<file path="src/rtl/nibble_serial_adder.sv">
// nibble_serial_adder
//   Multi-cycle WIDTH-bit adder: one 4-bit nibble per clock, LSB nibble first,
//   carry rippled through a registered carry bit. Valid/ready on both sides.
//
// Ports
//   clk, rst_n         clock, asynchronous active-low reset
//   in_valid/in_ready  operand handshake (in_ready high only in IDLE)
//   a, b, c_in         operands and carry-in, sampled on accept
//   out_valid/out_ready result handshake (out_valid high only in DONE)
//   sum                registered a+b+c_in modulo 2^WIDTH
//   c_out              carry out of bit WIDTH-1
//   ovf                signed overflow (carry into MSB xor carry out of MSB)
//   busy               high while nibbles are being added
module nibble_serial_adder #(
  parameter int WIDTH = 16
) (
  input  logic             clk,
  input  logic             rst_n,
  input  logic             in_valid,
  output logic             in_ready,
  input  logic [WIDTH-1:0] a,
  input  logic [WIDTH-1:0] b,
  input  logic             c_in,
  output logic             out_valid,
  input  logic             out_ready,
  output logic [WIDTH-1:0] sum,
  output logic             c_out,
  output logic             ovf,
  output logic             busy
);

  localparam int NIBBLES = WIDTH / 4;
  localparam int IDXW    = (NIBBLES > 1) ? $clog2(NIBBLES) : 1;
  localparam logic [IDXW-1:0] LAST_IDX = IDXW'(NIBBLES - 1);

  generate
    if ((WIDTH % 4) != 0 || WIDTH < 4) begin : g_width_check
      $error("nibble_serial_adder: WIDTH must be a multiple of 4 and at least 4");
    end
  endgenerate

  typedef enum logic [1:0] {
    IDLE,
    RUN,
    DONE
  } state_t;

  state_t state, state_nxt;

  logic [WIDTH-1:0] a_r, b_r;
  logic             carry;
  logic [IDXW-1:0]  idx;
  logic [3:0]       a_nib, b_nib;
  logic [4:0]       nib_sum;
  logic [3:0]       low3_sum;
  logic             last;

  // Current nibble slice and its 5-bit sum.
  always_comb begin
    a_nib    = a_r[idx*4 +: 4];
    b_nib    = b_r[idx*4 +: 4];
    nib_sum  = {1'b0, a_nib} + {1'b0, b_nib} + {4'b0, carry};
    // Adding only the low three bits exposes the carry into the nibble's
    // top bit; on the last nibble that is the carry into bit WIDTH-1.
    low3_sum = {1'b0, a_nib[2:0]} + {1'b0, b_nib[2:0]} + {3'b0, carry};
    last     = (idx == LAST_IDX);
  end

  always_ff @(posedge clk or negedge rst_n) begin
    if (!rst_n) begin
      state <= IDLE;
    end else begin
      state <= state_nxt;
    end
  end

  always_comb begin
    state_nxt = state;
    case (state)
      IDLE:    if (in_valid)  state_nxt = RUN;
      RUN:     if (last)      state_nxt = DONE;
      DONE:    if (out_ready) state_nxt = IDLE;
      default:                state_nxt = IDLE;
    endcase
  end

  always_ff @(posedge clk or negedge rst_n) begin
    if (!rst_n) begin
      a_r   <= '0;
      b_r   <= '0;
      carry <= 1'b0;
      idx   <= '0;
      sum   <= '0;
      c_out <= 1'b0;
      ovf   <= 1'b0;
    end else begin
      case (state)
        IDLE: begin
          if (in_valid) begin
            a_r   <= a;
            b_r   <= b;
            carry <= c_in;
            idx   <= '0;
            sum   <= '0;
          end
        end
        RUN: begin
          sum[idx*4 +: 4] <= nib_sum[3:0];
          carry           <= nib_sum[4];
          idx             <= idx + 1'b1;
          if (last) begin
            c_out <= nib_sum[4];
            ovf   <= low3_sum[3] ^ nib_sum[4];
          end
        end
        default: ;
      endcase
    end
  end

  assign in_ready  = (state == IDLE);
  assign busy      = (state == RUN);
  assign out_valid = (state == DONE);

endmodule

</file>
<file path="config.mk">
export PLATFORM = sky130hd
export DESIGN_NAME = nibble_serial_adder
export DESIGN_NICKNAME = d
export VERILOG_FILES = /design/src/rtl/nibble_serial_adder.sv
export SDC_FILE = /design/constraint.sdc
export NUM_CORES = 1
export LEC_CHECK = 0
export BUFFER_PORTS_ARGS = -buffer_cell sky130_fd_sc_hd__buf_2
export CAP_MARGIN = 20
export CELL_PAD_IN_SITES_DETAIL_PLACEMENT = 1
export CELL_PAD_IN_SITES_GLOBAL_PLACEMENT = 2
export CORE_MARGIN = 5
export CORE_UTILIZATION = 37
export DETAILED_ROUTE_END_ITERATION = 12
export PLACE_DENSITY = 0.85
export SYNTH_ARGS = -nofsm -noshare
export SYNTH_HDL_FRONTEND = slang
export SYNTH_SLANG_ARGS = --single-unit
</file>
<file path="constraint.sdc">
create_clock -name clk -period 3.6 [get_ports clk]
set_input_delay 0 -clock clk [delete_from_list [all_inputs] [get_ports clk]]
set_output_delay 0 -clock clk [all_outputs]
set_load 0.02 [all_outputs]
</file>
-- Yosys cells after proc, flatten, opt, wreduce, memory -nomap -nowiden
Index checks and enable logic that the tools add are counted.
- flip-flop bits (word level): 55
- word-level logic and storage cells: 42
- add/sub/neg operators: 6
- equality and inequality tests: 6
- shift operators: 4
- multiplexer cells: 11
- bitwise operators: 1
- reduce and logical (&&, ||, !) cells: 6
- operators with widths (kind ; number):
    negation 4 -> 34 bit ; 1
    variable shift 4 x 34 -> 16 bit (first input constant) ; 1
    indexed part select 4 x 34 -> 16 bit ; 1
    one-hot mux 16 bit (2 select lines) ; 1
    indexed part select 16 x 5 -> 4 bit ; 2
    bitwise mux 16 bit ; 1
    2-to-1 mux 16 bit ; 1
    2-to-1 mux 2 bit ; 4
    one-hot mux 2 bit (3 select lines) ; 1
    AND reduction 2 bit ; 3
    adder 4 x 4 -> 5 bit ; 1
    adder 5 x 1 -> 5 bit ; 1
    adder 3 x 3 -> 4 bit ; 1
    adder 4 x 1 -> 4 bit ; 1
    equality test 2 bit (second input constant) ; 2
    != test 2 x 1 -> 1 bit (second input constant) ; 2
    one-hot mux 2 bit (2 select lines) ; 1
    AND reduction 3 bit ; 1
    adder 2 x 1 -> 2 bit (second input constant) ; 1
    equality test 2 x 1 -> 1 bit (second input constant) ; 1
    logical NOT 2 bit ; 1
    != test 2 bit (second input constant) ; 1
    one-hot mux 1 bit (2 select lines) ; 1
    nonzero test 2 bit ; 1
    other kinds (2) ; 2

-- Longest topological paths before layout
- depth after elaboration: 6
- depth in mapped cells: 8
- mapped depth without buffers: 7

-- Least setup slack after synthesis
No wires, ideal clock.
- path type: register to register
- from: reg idx[0]
- to: reg ovf
- setup time: 0.128 ns
- arrival: 2.647 ns
- data required time: 3.472 ns
- setup slack: 0.825 ns
- cell stages (with the launch flop): 9
- buffers on the path: 1
- cells stage by stage: dfrtp_1 > buf_4 > mux4_2 > fa_1 > fa_1 > a21o_1 > a21oi_1 > xnor2_1 > o21ai_0
- word-level cells in the longest chain between the ends: 4
- RTL lines (what ; RTL line ; text):
    start, declared ; 52 ; logic [IDXW-1:0] idx;
    start signal, assigned ; 110 ; idx <= idx + 1'b1;
    indexed part select 16 x 5 -> 4 bit, on equally long branches ; 60, 61 ;
    adder 4 x 4 -> 5 bit / adder 3 x 3 -> 4 bit (equally long branches) ; 62, 65 ;
    adder 5 x 1 -> 5 bit / adder 4 x 1 -> 4 bit (equally long branches) ; 62, 65 ;
    bitwise XOR 1 bit ; 113 ; ovf <= low3_sum[3] ^ nib_sum[4];
    end signal, assigned ; 113 ;
    end, declared ; 28 ; output logic ovf,
Several ways; a longest one is shown, not always the timed one.
A chain may end at the register's enable or synchronous reset.

-- Worst setup path after layout
Ends and elaborated chain as after synthesis.

==> impl_metrics.ini <==
[status]
status = finished, final reports clean

[finish]
utilization_pct = 50.09
drive_gt1_share_pct = 41.95
area_delta_synth_final_pct = 31.21
fillers = 692
antenna_cells = 0
nets = 312

[place]
post-dp-hpwl_microns = 4330
dp_slack_ns = 0.7787
io_buffers = 57
gp_congestion = 0.7786

[logic_synthesis]
syn_avg_cell_area_sq_um = 15.17
netlist_instances = 171
synth_warnings = 0
yosysMostFrequentCell = dfrtp_1
syn_area_sq_mm = 0.002594
ys.flop_type = dfrtp_1
synth_top_area_share_pct = 53.06
synth_edf_count = 0
synth.area.top_cells = dfrtp_1 53%, mux2_2 10%, mux4_2 6.9%
syn_nets = 217
synth.top_cells.by_count = 55 x dfrtp_1, 23 x mux2_2, 16 x a22o_1, 10 x nand2_1
yosysTopAreaCell = dfrtp_1
synthArstFlopShare_pct = 100.0
synth_cell_types = 28
ys_ff_latch = 55
ys_seq_area_share_pct = 53.06

[setup_path]
arrival_ns = 3.00
required_ns = 3.79
rr_worst_depth = 7
start_kind = register
worstPathMaxFanout = 9
slowest_delay_ns = 0.61
path_common_cell = fa_1
path_cells = mux4_2, fa_1, fa_1, a21o_1, a21oi_1, xnor2_1, o21ai_0
r2r_slack_ns = 0.79
path_class = reg2reg
r2r-start = idx[0]$_DFFE_PN0P_
critPathCaptureType = register
crit_slowest_cell = dfrtp_1
timing.rr.end = ovf$_DFFE_PN0P_

[clock_tree]
cts_resized = 0
cts.sinks = 55
clk_pin_slew_ns = 0.10
clock_latency_ns = 0.31
htreeDepth = 2
cts_tree = yes
root_buffer = clkbuf_8
numCtsBuffers = 5
clk_path_buf_depth = 2

[worst_hold_path]
whs_path_depth = 3
hold_path_startpoint = in_valid
min_path_type = in2reg
hold-path-endpoint = state[0]$_DFFE_PN0P_

[timing]
setup_viol = 0
max_slew_margin_pct = 53.27
min_period_over_period_pct = 78.06
clock_skew_ns = 0.007513
slew_violations = 0
min_period_ns = 2.810
setup_tns_ns = 0
tightest_slew_ns = 0.7010
clock.fmax_ghz = 0.3559
finalHoldViolCount = 0
rsz0062_at_grt = no
hold_slack_ns = 0.1099
finalWorstSetupSlack_ns = 0.7900

[global_routing]
grt_overflow_total = 0
grt_pass1_vias = 1980
grt_max_degree = 56
grt_use_total_pct = 15.65
grt_pass1_wl_microns = 10530
antenna_found_initial = 0

[die]
dieArea_sq_mm = 0.008784
core_area_sq_mm = 0.006794
start_util_pct = 38.18
io_pins = 58
die_width_microns = 93.73
rows = 30
fp.dieH_microns = 93.73

[detailed_routing]
drc_errors = 0
first_iter_violations = 29
dr.pass1.iters = 4
via_per_inst = 4.763
dr_total_vias = 1729
routedWlPerCell_microns = 17.28
wl_microns = 6272
detail-route-antenna-nets = 0

[pwr]
peakVddDrop_v = 0.0004774
power_uw = 3302
power.density_mw_per_mm2 = 970.3
cellLeakagePower_uw = 0.001604

[job]
cap_violations = 0
==> flip-flops by register name, summed over array words and instances, names as in the netlist <==
name   flops
a_r       16
b_r       16
c_out      1
carry      1
idx        2
ovf        1
state      2
sum       16
==> worst max-delay path by stage <==
stage                     cells after the start                 end  slack [ns]               start
after global routing                          7     ovf$_DFFE_PN0P_        0.58  idx[0]$_DFFE_PN0P_
after global placement                        7     ovf$_DFFE_PN0P_        0.86  idx[0]$_DFFE_PN0P_
after floorplan                               8     ovf$_DFFE_PN0P_        0.83  idx[0]$_DFFE_PN0P_
final                                         7     ovf$_DFFE_PN0P_        0.79  idx[0]$_DFFE_PN0P_
after detailed placement                      7     ovf$_DFFE_PN0P_        0.78  idx[0]$_DFFE_PN0P_
after CTS                                     7  sum[3]$_DFFE_PN0P_        0.75  idx[0]$_DFFE_PN0P_
==> layout by cell type (no fill, tap or decap), drive strengths merged <==
cell type / n
clkinv: 1
a22oi: 1
xor2: 1
fa: 2
clkbuf: 7
o21ai: 4
a21oi: 2
nor3b: 1
inv: 4
o22ai: 1
buf: 60
ha: 7
nor4b: 2
nand2: 10
nor3: 1
mux4: 8
o31ai: 1
dfrtp: 55
nand2b: 4
nor2: 2
mux2: 33
a22o: 16
dlygate4sd3: 35
a21o: 6
xnor2: 2
nor4: 1
==> power by group <==
group	internal (uW)	switching, uW
clock network	158	199
logic	870	949
registers	900	226
==> worst max-delay path: cells and delay by family (launching register included) <==
family	cells	cell delay (ns)
DFF	1	0.61
xor gates and xnor gates	1	0.15
AOI/OAI and AO/OA	3	0.52
muxes	1	0.58
adders and majority gates	2	0.85
==> per-layer routing <==
layer	routed length, microns	GRT usage, %
met2	3403	29.04
met3	253	2.965
met1	2568	18.70
met5	0	0
met4	47	3.249
==> area by class of cell <==
type                       instances  area (sq um)  area share, %
timing repair buffer              95         658.1          19.34
clock inverter                     1         8.758         0.2574
tap                               96         120.1          3.529
multi-input combinational        105          1139          33.46
sequential                        55          1376          40.44
clock buffer                       7         86.33          2.537
inverter                           4         15.01         0.4412
==> metrics by stage <==
step | cells | area (sq um)
floorplan | 171 | 2594
global placement | 320 | 2958
detailed placement | 320 | 2958
CTS | 363 | 3403
global route | 363 | 3403
finish | 363 | 3403
==> kinds of logic after synthesis <==
family	after synthesis	share of synthesized area [%]
AND/OR/NAND/NOR	21	6.416
flip-flops	55	53.06
multiplexers	41	22.43
buffers and inverters	11	3.038
adder cells (fa/ha/maj)	9	4.920
AO/OA/AOI/OAI	31	9.117
XOR/XNOR	3	1.013
==> timing repair <==
item	4_1_cts	5_1_grt
setup buffers	0	0
hold endpoints to repair	89	0
hold buffers	35	0
Power figures use the tool's default switching activity.
